[config.mk]
export PLATFORM = sky130hd
export DESIGN_NAME = rc_res_calc_flat
export DESIGN_NICKNAME = d
export VERILOG_FILES = /design/src/rtl/rc_res_calc_pkg.sv /design/src/rtl/rc_res_calc_if.sv /design/src/rtl/rc_res_calc_seq_udiv.sv /design/src/rtl/rc_res_calc.sv /design/src/flat_wrapper.sv
export SDC_FILE = /design/constraint.sdc
export NUM_CORES = 1
export LEC_CHECK = 0
export CORE_MARGIN = 10
export CORE_UTILIZATION = 55
export DETAILED_ROUTE_END_ITERATION = 8
export PLACE_DENSITY = 0.77
export REMOVE_ABC_BUFFERS = 1
export SLEW_MARGIN = 20
export SYNTH_ARGS = -nofsm -noshare
export SYNTH_HDL_FRONTEND = slang
export SYNTH_HIERARCHICAL = 1
export SYNTH_SLANG_ARGS = --single-unit
[constraint.sdc]
create_clock -name clk -period 3.3 [get_ports clk]
set_input_delay 0.66 -clock clk [delete_from_list [all_inputs] [get_ports clk]]
set_output_delay 0.66 -clock clk [all_outputs]
set_load 0.01 [all_outputs]
[src/rtl/rc_res_calc_pkg.sv]
// Shared constants and state encoding for the RC timer resistance calculator.
// The divisor folds clock rate, capacitance and ln2 into one integer constant.
package rc_tdc_pkg;
  localparam int CLK_MHZ    = 50;
  localparam int CAP_PF     = 100;
  localparam int LN2_X100   = 69;
  localparam int RC_DIVISOR = CLK_MHZ * CAP_PF * LN2_X100;
  localparam int COUNT_W    = 24;
  localparam int OUT_W      = 8;

  typedef enum logic [1:0] {
    IDLE = 2'd0,
    DIV  = 2'd1,
    DONE = 2'd2
  } calc_state_t;
endpackage

[src/rtl/rc_res_calc_if.sv]
// Count-in / result-out bundle between the timer side and the calculator.
interface rc_res_calc_if #(
  parameter int COUNT_W = rc_tdc_pkg::COUNT_W,
  parameter int OUT_W   = rc_tdc_pkg::OUT_W
) ();
  logic [COUNT_W-1:0] count_in;
  logic               count_valid;
  logic               overflow_in;
  logic               busy;
  logic [OUT_W-1:0]   res_out;
  logic               res_valid;
  logic               res_sat;
  logic               dropped;

  modport master (
    output count_in, count_valid, overflow_in,
    input  busy, res_out, res_valid, res_sat, dropped
  );

  modport slave (
    input  count_in, count_valid, overflow_in,
    output busy, res_out, res_valid, res_sat, dropped
  );
endinterface

[src/rtl/rc_res_calc_seq_udiv.sv]
// Restoring unsigned divider by a constant, one quotient bit per clock, MSB first.
// done/quotient/remainder are the next-state values so the caller can capture on the final edge.
module seq_udiv #(
  parameter int DVD_W   = 24,
  parameter int DVS_W   = 20,
  parameter int DIVISOR = 345000
) (
  input  logic             clk,
  input  logic             reset,
  input  logic             start,
  input  logic [DVD_W-1:0] dividend,
  output logic             done,
  output logic [DVD_W-1:0] quotient,
  output logic [DVS_W:0]   remainder
);
  localparam int CNT_W = (DVD_W > 1) ? $clog2(DVD_W) : 1;
  localparam logic [DVS_W:0] DVS = (DVS_W+1)'(DIVISOR);

  // quo_q doubles as dividend shift register: dividend bits leave at the MSB,
  // quotient bits enter at the LSB.
  logic [DVD_W-1:0] quo_q, quo_d;
  logic [DVS_W:0]   rem_q, rem_d, rem_sh;
  logic [CNT_W-1:0] cnt_q, cnt_d;
  logic             run_q, run_d;

  always_comb begin
    quo_d  = quo_q;
    rem_d  = rem_q;
    cnt_d  = cnt_q;
    run_d  = run_q;
    rem_sh = {rem_q[DVS_W-1:0], quo_q[DVD_W-1]};
    if (start) begin
      quo_d = dividend;
      rem_d = '0;
      cnt_d = CNT_W'(DVD_W - 1);
      run_d = 1'b1;
    end else if (run_q) begin
      if (rem_sh >= DVS) begin
        rem_d = rem_sh - DVS;
        quo_d = {quo_q[DVD_W-2:0], 1'b1};
      end else begin
        rem_d = rem_sh;
        quo_d = {quo_q[DVD_W-2:0], 1'b0};
      end
      if (cnt_q == '0) run_d = 1'b0;
      else             cnt_d = cnt_q - 1'b1;
    end
  end

  always_ff @(posedge clk) begin
    if (reset) begin
      quo_q <= '0;
      rem_q <= '0;
      cnt_q <= '0;
      run_q <= 1'b0;
    end else begin
      quo_q <= quo_d;
      rem_q <= rem_d;
      cnt_q <= cnt_d;
      run_q <= run_d;
    end
  end

  assign done      = run_q && (cnt_q == '0) && !start;
  assign quotient  = quo_d;
  assign remainder = rem_d;
endmodule

[src/rtl/rc_res_calc.sv]
// Converts an RC timer charge count into a clamped resistance code (count / DIVISOR).
// Overflowed counts bypass the divider and report saturation immediately.
module rc_res_calc #(
  parameter int COUNT_W = rc_tdc_pkg::COUNT_W,
  parameter int DIV_W   = 20,
  parameter int DIVISOR = rc_tdc_pkg::RC_DIVISOR,
  parameter int OUT_W   = rc_tdc_pkg::OUT_W
) (
  input  logic         clk,
  input  logic         reset,
  rc_res_calc_if.slave bus
);
  import rc_tdc_pkg::*;

  if (DIVISOR == 0) begin : g_div_chk
    $fatal(1, "rc_res_calc: DIVISOR must be nonzero");
  end

  calc_state_t        state_q, state_d;
  logic [OUT_W-1:0]   res_out_q, res_out_d;
  logic               res_sat_q, res_sat_d;
  logic               res_valid_q, res_valid_d;
  logic               dropped_q, dropped_d;
  logic               div_start, div_done, clamp;
  logic [COUNT_W-1:0] div_quo;
  logic [DIV_W:0]     div_rem;

  seq_udiv #(
    .DVD_W   (COUNT_W),
    .DVS_W   (DIV_W),
    .DIVISOR (DIVISOR)
  ) u_div (
    .clk       (clk),
    .reset     (reset),
    .start     (div_start),
    .dividend  (bus.count_in),
    .done      (div_done),
    .quotient  (div_quo),
    .remainder (div_rem)
  );

  assign clamp = |div_quo[COUNT_W-1:OUT_W];

  always_comb begin
    state_d     = state_q;
    res_out_d   = res_out_q;
    res_sat_d   = res_sat_q;
    res_valid_d = 1'b0;
    dropped_d   = dropped_q | (bus.count_valid && (state_q != IDLE));
    div_start   = 1'b0;
    unique case (state_q)
      IDLE: if (bus.count_valid) begin
        if (bus.overflow_in) begin
          state_d     = DONE;
          res_out_d   = '1;
          res_sat_d   = 1'b1;
          res_valid_d = 1'b1;
        end else begin
          div_start = 1'b1;
          state_d   = DIV;
        end
      end
      DIV: if (div_done) begin
        state_d     = DONE;
        res_out_d   = clamp ? '1 : div_quo[OUT_W-1:0];
        res_sat_d   = clamp;
        res_valid_d = 1'b1;
      end
      DONE:    state_d = IDLE;
      default: state_d = IDLE;
    endcase
  end

  always_ff @(posedge clk) begin
    if (reset) begin
      state_q     <= IDLE;
      res_out_q   <= '0;
      res_sat_q   <= 1'b0;
      res_valid_q <= 1'b0;
      dropped_q   <= 1'b0;
    end else begin
      state_q     <= state_d;
      res_out_q   <= res_out_d;
      res_sat_q   <= res_sat_d;
      res_valid_q <= res_valid_d;
      dropped_q   <= dropped_d;
    end
  end

  // A restoring divider must always leave a remainder below the divisor.
  always_ff @(posedge clk) begin
    if (!reset && div_done) assert (div_rem < (DIV_W+1)'(DIVISOR));
  end

  assign bus.busy      = (state_q != IDLE);
  assign bus.res_out   = res_out_q;
  assign bus.res_valid = res_valid_q;
  assign bus.res_sat   = res_sat_q;
  assign bus.dropped   = dropped_q;
endmodule
[src/flat_wrapper.sv]
// flat-port wrapper written by rule: the top's interface ports become plain ports
module rc_res_calc_flat import rc_tdc_pkg::*;
#(
  parameter int COUNT_W = rc_tdc_pkg::COUNT_W,
  parameter int DIV_W   = 20,
  parameter int DIVISOR = rc_tdc_pkg::RC_DIVISOR,
  parameter int OUT_W   = rc_tdc_pkg::OUT_W
)
  (clk, reset, bus_count_in, bus_count_valid, bus_overflow_in, bus_busy, bus_res_out, bus_res_valid, bus_res_sat, bus_dropped);
  rc_res_calc_if #(.COUNT_W(COUNT_W), .OUT_W(OUT_W)) bus_i ();
  input  logic clk;
  input  logic reset;
  input wire logic [$bits(bus_i.count_in)-1:0] bus_count_in;
  input wire logic [$bits(bus_i.count_valid)-1:0] bus_count_valid;
  input wire logic [$bits(bus_i.overflow_in)-1:0] bus_overflow_in;
  output wire logic [$bits(bus_i.busy)-1:0] bus_busy;
  output wire logic [$bits(bus_i.res_out)-1:0] bus_res_out;
  output wire logic [$bits(bus_i.res_valid)-1:0] bus_res_valid;
  output wire logic [$bits(bus_i.res_sat)-1:0] bus_res_sat;
  output wire logic [$bits(bus_i.dropped)-1:0] bus_dropped;
  assign bus_i.count_in = bus_count_in;
  assign bus_i.count_valid = bus_count_valid;
  assign bus_i.overflow_in = bus_overflow_in;
  assign bus_busy = bus_i.busy;
  assign bus_res_out = bus_i.res_out;
  assign bus_res_valid = bus_i.res_valid;
  assign bus_res_sat = bus_i.res_sat;
  assign bus_dropped = bus_i.dropped;
  rc_res_calc #(.COUNT_W(COUNT_W), .DIV_W(DIV_W), .DIVISOR(DIVISOR), .OUT_W(OUT_W)) u_core (.clk(clk), .reset(reset), .bus(bus_i));
endmodule
## After elaboration in Yosys (flattened, before gate mapping)

Index checks and enable logic that the tools add are counted.

| word-level totals | value |
|---|---|
| register bits after elaboration | 63 |
| input port bits | 28 |
| memories | 0 |
| bits in writable memories | 0 |
| word-level logic and storage cells | 65 |
| output and inout port bits | 12 |
| latch bits | 0 |
| memory bits (read-only) | 0 |

| operators by class | value |
|---|---|
| shift operators | 0 |
| mux-type cells | 30 |
| div/mod/pow operators | 0 |
| equality and inequality tests | 5 |
| reduce and logical (&&, ||, !) cells | 15 |
| multiply operators | 0 |
| add/subtract/negate cells | 2 |
| bitwise logic cells | 2 |
| magnitude comparators | 1 |

Operator list:

| cell | number |
|---|---|
| 24-bit two-way mux | 2 |
| 8-bit two-way mux | 4 |
| 21-bit by 19-bit greater-or-equal comparator with 1-bit output, second input constant | 1 |
| 20-bit two-way mux | 1 |
| 20-bit by 19-bit subtractor with 20-bit output, second input constant | 1 |
| 8-bit case mux with 2 select lines | 1 |
| 16-bit OR reduction | 1 |
| 5-bit two-way mux | 3 |
| 1-bit two-way mux | 13 |
| 2-bit two-way mux | 3 |
| 2-bit != test, second input constant | 3 |
| 2-bit AND reduction | 3 |
| 2-bit nonzero test | 3 |
| 5-bit zero test | 1 |
| 5-bit by 1-bit subtractor with 5-bit output, second input constant | 1 |
| 1-bit case mux with 2 select lines | 2 |
| 2-bit case mux with 2 select lines | 1 |
| 4-bit AND reduction | 1 |
| 1-bit logical AND | 3 |
| 2-bit by 1-bit equality test with 1-bit output, second input constant | 1 |
| 2-bit zero test | 1 |
| 2-bit by 1-bit != test with 1-bit output, second input constant | 1 |
| 2-bit OR reduction | 1 |
| 1-bit zero test | 1 |
| other kinds (2) | 2 |

## Depth between registers and ports, before layout

| depth | value |
|---|---|
| word-level depth | 8 |
| gate-level depth with buffers | 11 |
| gate-level depth less buffers | 8 |

## Cells and area by module

The synthesis kept the hierarchy.

By module, submodules not included:

| module | area each (µm²) | instances | cells an instance | seq. area each (µm²) |
|---|---|---|---|---|
| seq_udiv | 3,196.8 | 1 | 402 | 1,021.0 |
| rc_res_calc | 538.0 | 1 | 64 | 260.2 |

## Least setup slack after synthesis

Ideal clock, no wire load.

| timing | value |
|---|---|
| path type | input to register |
| start | input bus_count_valid |
| end | register u_core.res_out_q[1] (netlist: u_core/bus.res_out[1]) |
| setup time | 0.115 ns |
| path buffers | 4 |
| data required time | 3.185 ns |
| arrival | 2.434 ns |
| stages on the path | 10 |
| path slack | 0.752 ns |
| path through | nor3b_1 -> clkbuf_1 -> clkbuf_1 -> clkbuf_1 -> nor3_1 -> nand3b_1 -> o21a_1 -> or3_1 -> buf_2 -> o21a_1 |

| between the ends | value |
|---|---|
| elaborated cells between the ends (all ways) | 12 |
| those cells by class | eq/ne: 2; mux: 6; reduce/logical: 4 |

RTL lines:

| what | line | text |
|---|---|---|
| start, declared | flat_wrapper.sv:14 | `input wire logic [$bits(bus_i.count_valid)-1:0] bus_count_valid;` |
| 1-bit two-way mux | rc_res_calc.sv:52 | `IDLE: if (bus.count_valid) begin` |
| 1-bit two-way mux | rc_res_calc.sv:51 | `unique case (state_q)` |
| 1-bit zero test | rc_res_calc_seq_udiv.sv:64 | `assign done = run_q && (cnt_q == '0) && !start;` |
| 1-bit logical AND | rc_res_calc_seq_udiv.sv:64 |  |
| net u_core.div_done | rc_res_calc.sv:24 | `logic div_start, div_done, clamp;` |
| 2-bit by 1-bit != test with 1-bit output (no line) | -- |  |
| 4-bit AND reduction (no line) | -- |  |
| end signal, assigned | rc_res_calc.sv:83 | `res_out_q <= res_out_d;` |
| end, declared | rc_res_calc.sv:20 | `logic [OUT_W-1:0] res_out_q, res_out_d;` |

The timed path passes the listed nets, and every way through them passes these cells. The select of a mux whose other input is x is not followed.
A chain may end at the register's enable or synchronous reset.

## Worst setup path in the final report

| timing | value |
|---|---|
| start | input bus_count_valid |
| end | register u_core.res_out_q[4] (netlist: u_core/bus.res_out[4]) |

| between the ends | value |
|---|---|
| longest elaborated chain between the ends | 7 |
| elaborated cells between the ends (all ways) | 12 |
| those cells by class | eq/ne: 2; mux: 6; reduce/logical: 4 |

Ends and longest elaborated chain:

| what | line | text |
|---|---|---|
| 1-bit two-way mux | rc_res_calc.sv:52 |  |
| 1-bit two-way mux | rc_res_calc.sv:51 |  |
| net u_core.div_start | rc_res_calc.sv:24 |  |
| 24-bit two-way mux | rc_res_calc_seq_udiv.sv:32 | `if (start) begin` |
| net u_core.div_quo[13] | rc_res_calc.sv:25 | `logic [COUNT_W-1:0] div_quo;` |
| 16-bit OR reduction | rc_res_calc.sv:42 | `assign clamp = \|div_quo[COUNT_W-1:OUT_W];` |
| 8-bit two-way mux | rc_res_calc.sv:65 | `res_out_d = clamp ? '1 : div_quo[OUT_W-1:0];` |
| 8-bit two-way mux | rc_res_calc.sv:63 | `DIV: if (div_done) begin` |
| 8-bit case mux with 2 select lines | rc_res_calc.sv:51 |  |

The timed path passes the listed nets, and every way through them passes these cells. The select of a mux whose other input is x is not followed.

==> metrics <==
result of the run=complete, no violations; relative contribution of sequential cells to total power=between 40 and 50%; number of nets in the final layout=477; yosys warns=6; CTS Hold Buffers Added=0; maximum number of pins on one net before global-route repair=47; Period minus WS final=roughly 2.7 ns; clk root buf=sky130_fd_sc_hd__clkbuf_8; Row Count=28; Std-Cell Core Area=roughly 0.006 mm²; cell with the largest stage delay on the worst path=sky130_fd_sc_hd__clkdlybuf4s50_1; P&R area growth vs syn=18.4%; number of standard cells in the final layout excluding fillers=around 530; buffer depth of the longest clock path=2; Overflow after GRT=0; Mapped Cells=roughly 430; HPWL Detailed=~5.7 mm; switching power share of the total=between 20% and 30%; CP startpoint kind=primary input; list of cells traversed by the critical path=clkdlybuf4s50_1 -> nor3b_2 -> buf_12 -> o21ai_0 -> nor4_1 -> nand2_1 -> or3_1 -> o21a_1; Fin. Hold Viols=0; internal power contribution=~1.5 mW; DRT Pass-1 Iters=5; Worst-Margin Slew=0.812 ns; cell area after synthesis=approximately 0.0035 mm²; data required time at the worst endpoint=around 3.5 ns; minimum setup slack in the final design=0.632 ns; share of power burned in combinational logic=15.4%; total number of H-tree levels=3; number of sinks handled by clock tree synthesis=63; post-CTS repair timing setup buffer count=0; # setup viols final=0; number of top-level pins=40; maximum clock skew at final layout=~0.01 ns; category of the critical setup timing path=primary input to flop; mean instance size in the synthesized netlist=between 8 and 9 µm²; total of buffers placed on input and output ports=39; Remaining DRCs=0; leakage power figure=approximately 1.4 nW; highest clock rate=375 MHz; via/cell ratio=5.92; count of final max-slew check failures=0; chip height=~99 µm; cell area power density=just under 500 mW/mm²; Initial Util=57.6%; worst endpoint data arrival time=2.90 ns; total routing resource utilization after global routing=between 10% and 20%; average wire per standard cell=about 16 µm; worst-path fanout max=34; vias after detailed routing=3115; vias in the first global route=around 2900; worst setup slack after placement=around 0.28 ns; full die area=between 0.009 and 0.01 mm²; placer congestion estimate=around 0.88; Num CTS Buffers=9; layout cells sized above 1=around 8%; number of antenna violations at the first check in global routing=0; type of destination of the critical path=flop; detailed-route wire length=slightly above 8 mm; reported net switching power=506 µW; TritonCTS clock tree=done; number of instances resized during post-cts repair=0; clock latency on the worst-skew pair=0.34 ns; ant diodes=0; fraction of power consumed by the clock network=a little over two fifths; count of placed standard cells including taps=510; antenna-violating nets left=0; Die X=roughly 99 µm; Detailed Route Iter0 Violations=a little over 200; peak supply drop=between 0.0003 and 0.0004 V; kind of path behind the tightest hold check=flop to flop; part of the cycle the worst path needs=about 81%; delay contributed by the slowest stage of the critical path=0.50 ns; clock transition at the register clock pins on the worst setup and hold paths after CTS=approximately 0.07 ns; max_cap viols=0; max_slew headroom=a little under half; first-pass GRT wire length=13.7 mm; unrepaired setup endpoints after global routing=false
[cell type report]
cell class / instances / area [µm²]
clock buffer: 11 / 141
clock inverter: 5 / 105
fill: 477 / 1910
inverter: 21 / 78.8
multi-input combinational: 304 / 1970
sequential: 63 / 1260
tap: 75 / 93.8
timing repair buffer: 47 / 463
[worst max-delay path, delay by kind of cell]
family | cells | cell delay [ns]
AND/OR/NAND/NOR | 4 | 1.18
buffers and inverters | 2 | 0.71
AO/OA/AOI/OAI | 2 | 0.35
[registers in the layout (all words and copies together), names as in the netlist]
signal	flops
u_core/bus.res_out	8
u_core/bus.res_sat	1
u_core/u_div/run_q	1
u_core/u_div/rem_q	20
u_core/state_q	2
u_core/bus.dropped	1
u_core/u_div/quo_q	24
u_core/bus.res_valid	1
u_core/u_div/cnt_q	5
[metal layers]
layer	share of wire, %	track usage (%)	wire length, µm
met1	47	21.2	3850
met2	45	24.9	3730
met3	5.8	4.22	478
met4	2.1	7.28	170
met5	0	0	0
[power by group through the flow]
| stage | logic (mW) | clock network (mW) | registers, mW |
|---|---|---|---|
| after global routing | 0.340 | 0.881 | 0.861 |
| after global placement | 0.298 | 0 | 0.869 |
| final | 0.307 | 0.826 | 0.854 |
| after detailed placement | 0.304 | 0 | 0.870 |
| after CTS | 0.307 | 0.839 | 0.853 |
| after floorplan | 0.179 | 0 | 0.873 |
[layout by cell type, fill, tap and decap left out, drive strengths merged, types with 11 or more instances in the layout]
cell type,n
o21a,13
nor4,11
a21oi,30
clkdlybuf4s50,39
mux2i,26
nor2,19
o21ai,30
nand2,37
inv,21
dfxtp,63
nor2b,25
nor3,15
clkbuf,11
[worst paths after layout]
check / startpoint / to / slack, ns / depth (start not counted)
setup / recovery: bus_count_valid / u_core/bus.res_out[4] / 0.63 / 8
hold / removal: u_core/bus.dropped / u_core/bus.dropped / 0.48 / 2
setup reg to reg: u_core/state_q[1] / u_core/bus.res_out[4] / 0.82 / 8
hold reg to reg: u_core/bus.dropped / u_core/bus.dropped / 0.48 / 2
[metrics by stage]
step                hold slack [ns]  TNS (ns)  utilization [%]  power, mW  instance area, µm²
floorplan                     0.460    -56.25                -       1.05                3300
CTS                           0.478         0             68.2       2.00                4110
finish                        0.477         0             68.2       1.99                4110
global route                  0.535         0             68.2       2.08                4110
detailed placement            0.461         0             64.1       1.17                3860
global placement              0.464         0             64.1       1.17                3860
(Power assumes the default switching activity.)
